$ cat config.mk
export PLATFORM = sky130hd
export DESIGN_NAME = partial_sum_sequencer_flat
export DESIGN_NICKNAME = d
export VERILOG_FILES = /design/src/rtl/partial_sum_sequencer_pkg.sv /design/src/rtl/partial_sum_sequencer_if.sv /design/src/rtl/partial_sum_sequencer_adder.sv /design/src/rtl/partial_sum_sequencer.sv /design/src/flat_wrapper.sv
export SDC_FILE = /design/constraint.sdc
export NUM_CORES = 1
export LEC_CHECK = 0
export ABC_AREA = 1
export CAP_MARGIN = 25
export CORE_MARGIN = 5
export CORE_UTILIZATION = 44
export CTS_CLUSTER_DIAMETER = 80
export CTS_CLUSTER_SIZE = 24
export DETAILED_ROUTE_END_ITERATION = 8
export HOLD_SLACK_MARGIN = 0.02
export PLACE_DENSITY = 0.91
export REMOVE_ABC_BUFFERS = 1
export SYNTH_ARGS = -nofsm -noshare
export SYNTH_HDL_FRONTEND = slang
export SYNTH_HIERARCHICAL = 1
export SYNTH_SLANG_ARGS = --single-unit
$ cat constraint.sdc
create_clock -name clk -period 18.65 [get_ports clk]
set_input_delay 4.6625 -clock clk [delete_from_list [all_inputs] [get_ports clk]]
set_output_delay 4.6625 -clock clk [all_outputs]
set_load 0.03 [all_outputs]
$ cat src/rtl/partial_sum_sequencer_pkg.sv
// Shared types and widths for the partial-sum sequencer.
package partial_sum_sequencer_pkg;

    localparam int ACC_W         = 40;
    localparam int TERM_W        = 33;
    localparam int SUM_W         = 41;
    localparam int MAX_TERMS_DEF = 8;
    localparam int CNT_W_DEF     = 4;

    typedef enum logic [1:0] {
        IDLE,
        ACCUM,
        DONE
    } state_t;

endpackage

$ cat src/rtl/partial_sum_sequencer_if.sv
// Job launch, term stream and result handshake of the partial-sum sequencer.
interface partial_sum_sequencer_if #(
    parameter int CNT_W = 4
);
    import partial_sum_sequencer_pkg::*;

    logic              start;
    logic [ACC_W-1:0]  init_acc;
    logic [CNT_W-1:0]  term_count;
    logic              in_valid;
    logic [TERM_W-1:0] in_data;
    logic              in_ready;
    logic              out_valid;
    logic [ACC_W-1:0]  out_sum;
    logic              out_carry;
    logic              out_ready;
    logic              busy;

    modport master (
        output start, init_acc, term_count,
        output in_valid, in_data, out_ready,
        input  in_ready, out_valid, out_sum,
        input  out_carry, busy
    );

    modport slave (
        input  start, init_acc, term_count,
        input  in_valid, in_data, out_ready,
        output in_ready, out_valid, out_sum,
        output out_carry, busy
    );

endinterface

$ cat src/rtl/partial_sum_sequencer_adder.sv
// 40-bit + 33-bit zero-extending ripple adder with a 41-bit sum.
module partial_sum_sequencer_adder
    import partial_sum_sequencer_pkg::*;
(
    input  logic [ACC_W-1:0]  a,
    input  logic [TERM_W-1:0] b,
    output logic [SUM_W-1:0]  sum
);

    logic [ACC_W-1:0] b_ext;
    logic             c;

    assign b_ext = {{(ACC_W-TERM_W){1'b0}}, b};

    always_comb begin
        sum = '0;
        c   = 1'b0;
        for (int i = 0; i < ACC_W; i++) begin
            sum[i] = a[i] ^ b_ext[i] ^ c;
            c      = (a[i] & b_ext[i]) | (c & (a[i] ^ b_ext[i]));
        end
        sum[ACC_W] = c;
    end

endmodule

$ cat src/rtl/partial_sum_sequencer.sv
// Folds a programmed number of 33-bit terms into a 40-bit accumulator
// and hands back the total with a sticky carry-out.
module partial_sum_sequencer
    import partial_sum_sequencer_pkg::*;
#(
    parameter int MAX_TERMS = MAX_TERMS_DEF,
    parameter int CNT_W     = CNT_W_DEF
) (
    input logic               clk,
    input logic               rst,
    partial_sum_sequencer_if.slave bus
);

    localparam logic [CNT_W-1:0] MAX_CNT = CNT_W'(MAX_TERMS);
    localparam logic [CNT_W-1:0] ONE     = CNT_W'(1);

    state_t             state;
    state_t             state_n;
    logic [ACC_W-1:0]   acc;
    logic               carry;
    logic [CNT_W-1:0]   remaining;
    logic [CNT_W-1:0]   clamped;
    logic [SUM_W-1:0]   sum;
    logic               take;

    partial_sum_sequencer_adder u_adder (
        .a   (acc),
        .b   (bus.in_data),
        .sum (sum)
    );

    assign clamped = (bus.term_count > MAX_CNT) ? MAX_CNT
                                                : bus.term_count;
    assign take    = (state == ACCUM) && bus.in_valid;

    assign bus.in_ready  = (state == ACCUM);
    assign bus.out_valid = (state == DONE);
    assign bus.busy      = (state != IDLE);
    assign bus.out_sum   = acc;
    assign bus.out_carry = carry;

    always_ff @(posedge clk or posedge rst) begin
        if (rst) begin
            state <= IDLE;
        end else begin
            state <= state_n;
        end
    end

    always_comb begin
        state_n = state;
        unique case (state)
            IDLE: begin
                if (bus.start) begin
                    state_n = (clamped == '0) ? DONE : ACCUM;
                end
            end
            ACCUM: begin
                if (take && remaining == ONE) begin
                    state_n = DONE;
                end
            end
            DONE: begin
                if (bus.out_ready) begin
                    state_n = IDLE;
                end
            end
            default: state_n = IDLE;
        endcase
    end

    // Seed on launch, fold one term per accepted beat.
    always_ff @(posedge clk or posedge rst) begin
        if (rst) begin
            acc       <= '0;
            carry     <= 1'b0;
            remaining <= '0;
        end else begin
            case (state)
                IDLE: begin
                    if (bus.start) begin
                        acc       <= bus.init_acc;
                        carry     <= 1'b0;
                        remaining <= clamped;
                    end
                end
                ACCUM: begin
                    if (take) begin
                        acc       <= sum[ACC_W-1:0];
                        carry     <= carry | sum[ACC_W];
                        remaining <= remaining - ONE;
                    end
                end
                default: ;
            endcase
        end
    end

endmodule

$ cat src/flat_wrapper.sv
// flat-port wrapper written by rule: the top's interface ports become plain ports
module partial_sum_sequencer_flat import partial_sum_sequencer_pkg::*;
#(
    parameter int MAX_TERMS = MAX_TERMS_DEF,
    parameter int CNT_W     = CNT_W_DEF
)
  (clk, rst, bus_start, bus_init_acc, bus_term_count, bus_in_valid, bus_in_data, bus_out_ready, bus_in_ready, bus_out_valid, bus_out_sum, bus_out_carry, bus_busy);
  partial_sum_sequencer_if #(.CNT_W(CNT_W)) bus_i ();
  input logic clk;
  input logic rst;
  input wire logic [$bits(bus_i.start)-1:0] bus_start;
  input wire logic [$bits(bus_i.init_acc)-1:0] bus_init_acc;
  input wire logic [$bits(bus_i.term_count)-1:0] bus_term_count;
  input wire logic [$bits(bus_i.in_valid)-1:0] bus_in_valid;
  input wire logic [$bits(bus_i.in_data)-1:0] bus_in_data;
  input wire logic [$bits(bus_i.out_ready)-1:0] bus_out_ready;
  output wire logic [$bits(bus_i.in_ready)-1:0] bus_in_ready;
  output wire logic [$bits(bus_i.out_valid)-1:0] bus_out_valid;
  output wire logic [$bits(bus_i.out_sum)-1:0] bus_out_sum;
  output wire logic [$bits(bus_i.out_carry)-1:0] bus_out_carry;
  output wire logic [$bits(bus_i.busy)-1:0] bus_busy;
  assign bus_i.start = bus_start;
  assign bus_i.init_acc = bus_init_acc;
  assign bus_i.term_count = bus_term_count;
  assign bus_i.in_valid = bus_in_valid;
  assign bus_i.in_data = bus_in_data;
  assign bus_i.out_ready = bus_out_ready;
  assign bus_in_ready = bus_i.in_ready;
  assign bus_out_valid = bus_i.out_valid;
  assign bus_out_sum = bus_i.out_sum;
  assign bus_out_carry = bus_i.out_carry;
  assign bus_busy = bus_i.busy;
  partial_sum_sequencer #(.MAX_TERMS(MAX_TERMS), .CNT_W(CNT_W)) u_core (.clk(clk), .rst(rst), .bus(bus_i));
endmodule
# After elaboration in Yosys (flattened, before gate mapping)
# Index checks and enable logic that the tools add are counted.
# totals
reg_bits,47
wordCells,213
# op_classes
bitwise_logic,177
n_lt_le_gt_ge,1
reduce_logical,8
n_addsub,1
eq_ne,7
mux,15
# op_table
operator,n
2-to-1 mux 40 bit,2
case mux 40 bit (2 select lines),1
AND 1 bit,72
XOR 1 bit,72
OR 1 bit,33
2-to-1 mux 4 bit,3
2-to-1 mux 2 bit,4
case mux 4 bit (2 select lines),1
case mux 2 bit (3 select lines),1
AND reduction 3 bit,2
"equality test 4 x 1 -> 1 bit, second input constant",1
"> comparator 4 bit, second input constant",1
logical NOT 4 bit,1
"!= test 2 x 1 -> 1 bit, second input constant",2
"!= test 2 bit, second input constant",2
nonzero test 2 bit,2
"subtractor 4 x 1 -> 4 bit, second input constant",1
"equality test 2 x 1 -> 1 bit, second input constant",1
"equality test 2 bit, second input constant",1
logical AND 1 bit,2
logical NOT 2 bit,1
2-to-1 mux 1 bit,2
case mux 1 bit (2 select lines),1

# Longest topological paths before layout
# logic_depth
depth_word,75
ltp_mapped,45
depth_no_buf,45

# Hierarchy
# Netlist, hierarchy kept.
# by_module_without_submodules
module,cells_per_inst,n_inst,area_each_um2
partial_sum_sequencer,291,1,2451.1
partial_sum_sequencer_adder,46,1,767.0

# Worst setup path before layout
# No wires, ideal clock.
# synth_timing
path_kind,input port to flip-flop
from,input port bus_in_data[0]
to,"register u_core.acc[39], in the netlist u_core/bus.out_sum[39]"
setup_ps,124
cell_stages,45
path_buffers,0
setup_slack_ps,94
t_required_ps,18526
t_arrival_ps,18432
cell_sequence,ha_1 > fa_1 > fa_1 > fa_1 > fa_1 > fa_1 > fa_1 > fa_1 > fa_1 > fa_1 > fa_1 > fa_1 > fa_1 > fa_1 > fa_1 > fa_1 > inv_1 > fa_1 > [... 9 more ...] > fa_1 > fa_1 > fa_1 > fa_1 > fa_1 > fa_1 > fa_1 > fa_1 > ha_1 > ha_1 > ha_1 > ha_1 > ha_1 > ha_1 > ha_1 > or2_1 > o211ai_1 > nand2_1
# synth_via
elab_chain_len,74
# synth_lines
item,line_no,source
"start, declared",flat_wrapper.sv:15,input wire logic [$bits(bus_i.in_data)-1:0] bus_in_data;
AND 1 bit (2 in series),partial_sum_sequencer_adder.sv:20,c = (a[i] & b_ext[i]) | (c & (a[i] ^ b_ext[i]));
OR 1 bit,partial_sum_sequencer_adder.sv:20,
AND 1 bit,partial_sum_sequencer_adder.sv:20,
OR 1 bit,partial_sum_sequencer_adder.sv:20,
AND 1 bit,partial_sum_sequencer_adder.sv:20,
OR 1 bit,partial_sum_sequencer_adder.sv:20,
AND 1 bit,partial_sum_sequencer_adder.sv:20,
OR 1 bit,partial_sum_sequencer_adder.sv:20,
[... 53 more ...],--,
OR 1 bit,partial_sum_sequencer_adder.sv:20,
AND 1 bit,partial_sum_sequencer_adder.sv:20,
OR 1 bit,partial_sum_sequencer_adder.sv:20,
AND 1 bit (6 in series),partial_sum_sequencer_adder.sv:20,
XOR 1 bit,partial_sum_sequencer_adder.sv:19,sum[i] = a[i] ^ b_ext[i] ^ c;
net u_core.sum[39],partial_sum_sequencer.sv:23,logic [SUM_W-1:0] sum;
2-to-1 mux 40 bit,partial_sum_sequencer.sv:88,if (take) begin
case mux 40 bit (2 select lines),partial_sum_sequencer.sv:79,case (state)
"end signal, assigned",partial_sum_sequencer.sv:82,acc <= bus.init_acc;
"end signal, assigned",partial_sum_sequencer.sv:89,acc <= sum[ACC_W-1:0];
"end, declared",partial_sum_sequencer.sv:19,logic [ACC_W-1:0] acc;
# The timed path passes the listed nets, and every way through them passes these cells. The select of a mux whose other input is x is not followed.
# A chain may end at the register's enable or synchronous reset.

# Final worst setup path
# Ends and elaborated chain as after synthesis.

==> metrics.md <==
| Metric | Value |
|---|---|
| Status | completed |
| Cts hold-fix bufs | 0 |
| CTS buffer count | 5 |
| Critical Path RT | roughly 19000 ps |
| Slew HR | 0.338 |
| Final hold vios | 0 |
| WL per Instance | ~16 um |
| Kind of critical path | in -> reg |
| Syn-to-layout area delta | 43.6% |
| Number of routed nets with antenna violations | 0 |
| CP max-delay cell | clkdlybuf4s50_1 |
| Nets@finish | about 580 |
| Die span in y | ~96 um |
| Largest area contributor in the netlist | dfrtp_1 |
| Initial Util | 0.448 |
| Power share of the combinational group | 0.655 |
| Drt drc | 0 |
| Pwr Density | about 170 nW/um^2 |
| Vias in the first global route | a little over 3000 |
| Die ar. | roughly 9100 um^2 |
| Initial antenna violation count | 0 |
| Sw Pwr | a little under 0.4 mW |
| WHS Path Cells | 2 |
| ANT cells | 0 |
| Max-slew violation count | 0 |
| Final setup vio count | 0 |
| Pint | about 0.40 mW |
| Post-Syn Instances | between 300 and 400 |
| Syn Area/Cell | between 9 and 10 um^2 |
| Post-synthesis cell area | between 3000 and 4000 um^2 |
| Final Cycle Share | 0.982 |
| Root Buffer | clkbuf_8 |
| Htree depth | 2 |
| Routability congestion estimate from global placement | around 0.79 |
| Final HPWL DP | between 6 and 7 mm |
| Leak | about 2 nW |
| Clk buf depth | 2 |
| Cell total after placement | 543 |
| Area share of the largest cell type after synthesis | 0.365 |
| Clk sinks | 47 |
| I/O Buffers | roughly 130 |
| Switching part of the total | 0.497 |
| Arr. time, crit path | 18510 ps |
| Slew @ Worst Pin | between 900 and 1000 ps |
| Crit-path max cell delay | 400 ps |
| Unrepaired setup endpoints after global routing | no |
| # IOs | about 130 |
| GRT Util Overall | 0.199 |
| Ys async rst share | 1.00 |
| Post-cts sizing count | 14 |
| Seq pwr share | 0.266 |
| Die X | 95.5 um |
| Worst Path Max Fanout | 1 |
| CTS tree | yes |
| Largest net degree at the start of global routing | 49 |
| Worst Skew | roughly 9.8 ps |
| Postcts setup bufs | 0 |
| Most common cell in the synthesized netlist | nand2_1 |
| Fill count | 598 |
| HP Class | reg -> reg |
| # rows | 31 |
| Via density per instance | 5.03 |
| Number of synthesized flops with an enable pin | 0 |
| Max Cap Violations | 0 |
| Pre-antenna DRT Iters | 4 |
| Crit-path most repeated cell | fa_2 |
| Synth warn | 6 |
| Pwr Total | between 0.7 and 0.8 mW |
| Clock Pin Slew Worst Setup and Hold Paths | ~90 ps |
| Starting DRT DRC Count | approximately 100 |
| Layout cell share with drive strength beyond 1 | 0.0883 |
| Top post-synthesis cells by area | dfrtp_1, fa_1, nand2_1 |
| Clock share of power | 0.079 |
| CP endpoint kind | register |
| Max Clk Rate | between 50 and 60 MHz |
| CORE AREA | approximately 7000 um^2 |
| Seq/Total Area, Yosys | 0.365 |
| Top FF cell, synth | dfrtp_1 |
| Yosys cell types | 23 |
| Final WL | roughly 8.8 mm |
| First-pass GRT wire length | about 14 mm |
| Worst reg-to-reg path cell count | 45 |
| Peak supply drop | 0.000108 V |
| GRT Residual Overflow | 0 |
| Via count | 2776 |
| Startpoint kind of the worst setup timing path | input port |
| Non-filler cells, final | 552 |
| Fin crit period | 18320 ps |
| Synth cell count leaders | nand2_1, dfrtp_1, o211ai_1 |
| Register bit count reported by yosys | between 40 and 50 |
| Skew-Pair Late Insertion Delay | around 300 ps |
-- through the flow --
stage	utilization	setup TNS [ps]	cell area (um^2)	hold WS, ps	worst slack, ps
after floorplan	-	0	3090	471	92.0
after global placement	0.622	-2450	4460	491	-725
after detailed placement	0.622	-4090	4460	505	-1000
after CTS	0.639	0	4580	529	8.96
after global routing	0.644	0	4620	564	0.627
final	0.644	0	4620	525	328
-- registers in the layout (all words and copies together), names as in the netlist --
register / flops
u_core/state: 2
u_core/bus.out_carry: 1
u_core/remaining: 4
u_core/bus.out_sum: 40
-- power groups by stage --
stage | clock network (mW) | logic (mW) | registers [mW]
after floorplan | 0 | 0.230 | 0.288
after global placement | 0 | 0.485 | 0.208
after detailed placement | 0 | 0.509 | 0.211
after CTS | 0.0642 | 0.517 | 0.211
after global routing | 0.0689 | 0.576 | 0.220
final | 0.0625 | 0.519 | 0.211
-- path summary, 6_finish.rpt --
check	start	slack (ps)	endpoint
max in group asynchronous	rst	13620	u_core/bus.out_sum[9]$_DFFE_PP0P_
setup / recovery	bus_in_data[0]	330	u_core/bus.out_sum[39]$_DFFE_PP0P_
hold / removal	u_core/bus.out_sum[38]$_DFFE_PP0P_	530	u_core/bus.out_sum[38]$_DFFE_PP0P_
setup reg to reg	u_core/bus.out_sum[0]$_DFFE_PP0P_	4650	u_core/bus.out_sum[39]$_DFFE_PP0P_
min in group asynchronous	rst	4570	u_core/bus.out_sum[28]$_DFFE_PP0P_
hold reg to reg	u_core/bus.out_sum[38]$_DFFE_PP0P_	530	u_core/bus.out_sum[38]$_DFFE_PP0P_
-- cells by family after synthesis --
| family | after synthesis | share of synthesized area |
|---|---|---|
| AOI/OAI and AO/OA | 48 | 0.106 |
| buffers and inverters | 35 | 0.0607 |
| and+or+nand+nor | 165 | 0.230 |
| DFF | 47 | 0.365 |
| adders and majority gates | 42 | 0.238 |
-- layout make-up --
class | count | area [um^2] | area share
multi-input cells | 255 | 1900 | 0.411
repair buffers | 126 | 1270 | 0.275
clock inverters | 2 | 12.5 | 0.00271
well taps | 99 | 124 | 0.0268
flip-flops and latches | 47 | 1180 | 0.254
clock buffers | 6 | 72.6 | 0.0157
inverters | 17 | 66.3 | 0.0143
-- worst max-delay path: cells and delay by family --
| kind | cells | cell delay, ps |
|---|---|---|
| buffers and inverters | 3 | 550 |
| AO/OA/AOI/OAI | 1 | 80 |
| adder cells (fa/ha/maj) | 40 | 12890 |
| AND/OR/NAND/NOR | 2 | 290 |
-- cell usage in the layout, fill, tap and decap left out --
| master | synthesis | layout |
|---|---|---|
| buf_12 | 0 | 1 |
| nand2_2 | 2 | 2 |
| clkinvlp_4 | 0 | 1 |
| nor2_1 | 6 | 6 |
| inv_1 | 14 | 13 |
| fa_2 | 0 | 21 |
| nand3_1 | 5 | 5 |
| or2_0 | 22 | 22 |
| o21ai_1 | 3 | 3 |
| a21oi_1 | 3 | 3 |
| or2_1 | 14 | 14 |
| ha_1 | 10 | 10 |
| nand3b_1 | 2 | 2 |
| clkbuf_8 | 0 | 5 |
| nand2_1 | 109 | 109 |
| or2_2 | 4 | 4 |
| clkbuf_1 | 2 | 1 |
| o21ai_0 | 2 | 2 |
| clkdlybuf4s50_1 | 0 | 125 |
| fa_1 | 32 | 11 |
| clkinv_2 | 0 | 1 |
| inv_2 | 2 | 3 |
| dfrtp_1 | 47 | 47 |
| nor2_2 | 1 | 1 |
| o211ai_1 | 40 | 40 |
| inv_4 | 1 | 1 |
-- per-layer routing --
metal	global-route usage	wire [um]	vias up
li1	-	-	1317
met1	0.250	3620	1359
met2	0.342	4500	90
met3	0.0458	542	10
met4	0.0557	125	0
met5	0	0	-
No activity file was read; power rests on OpenSTA's default activity.
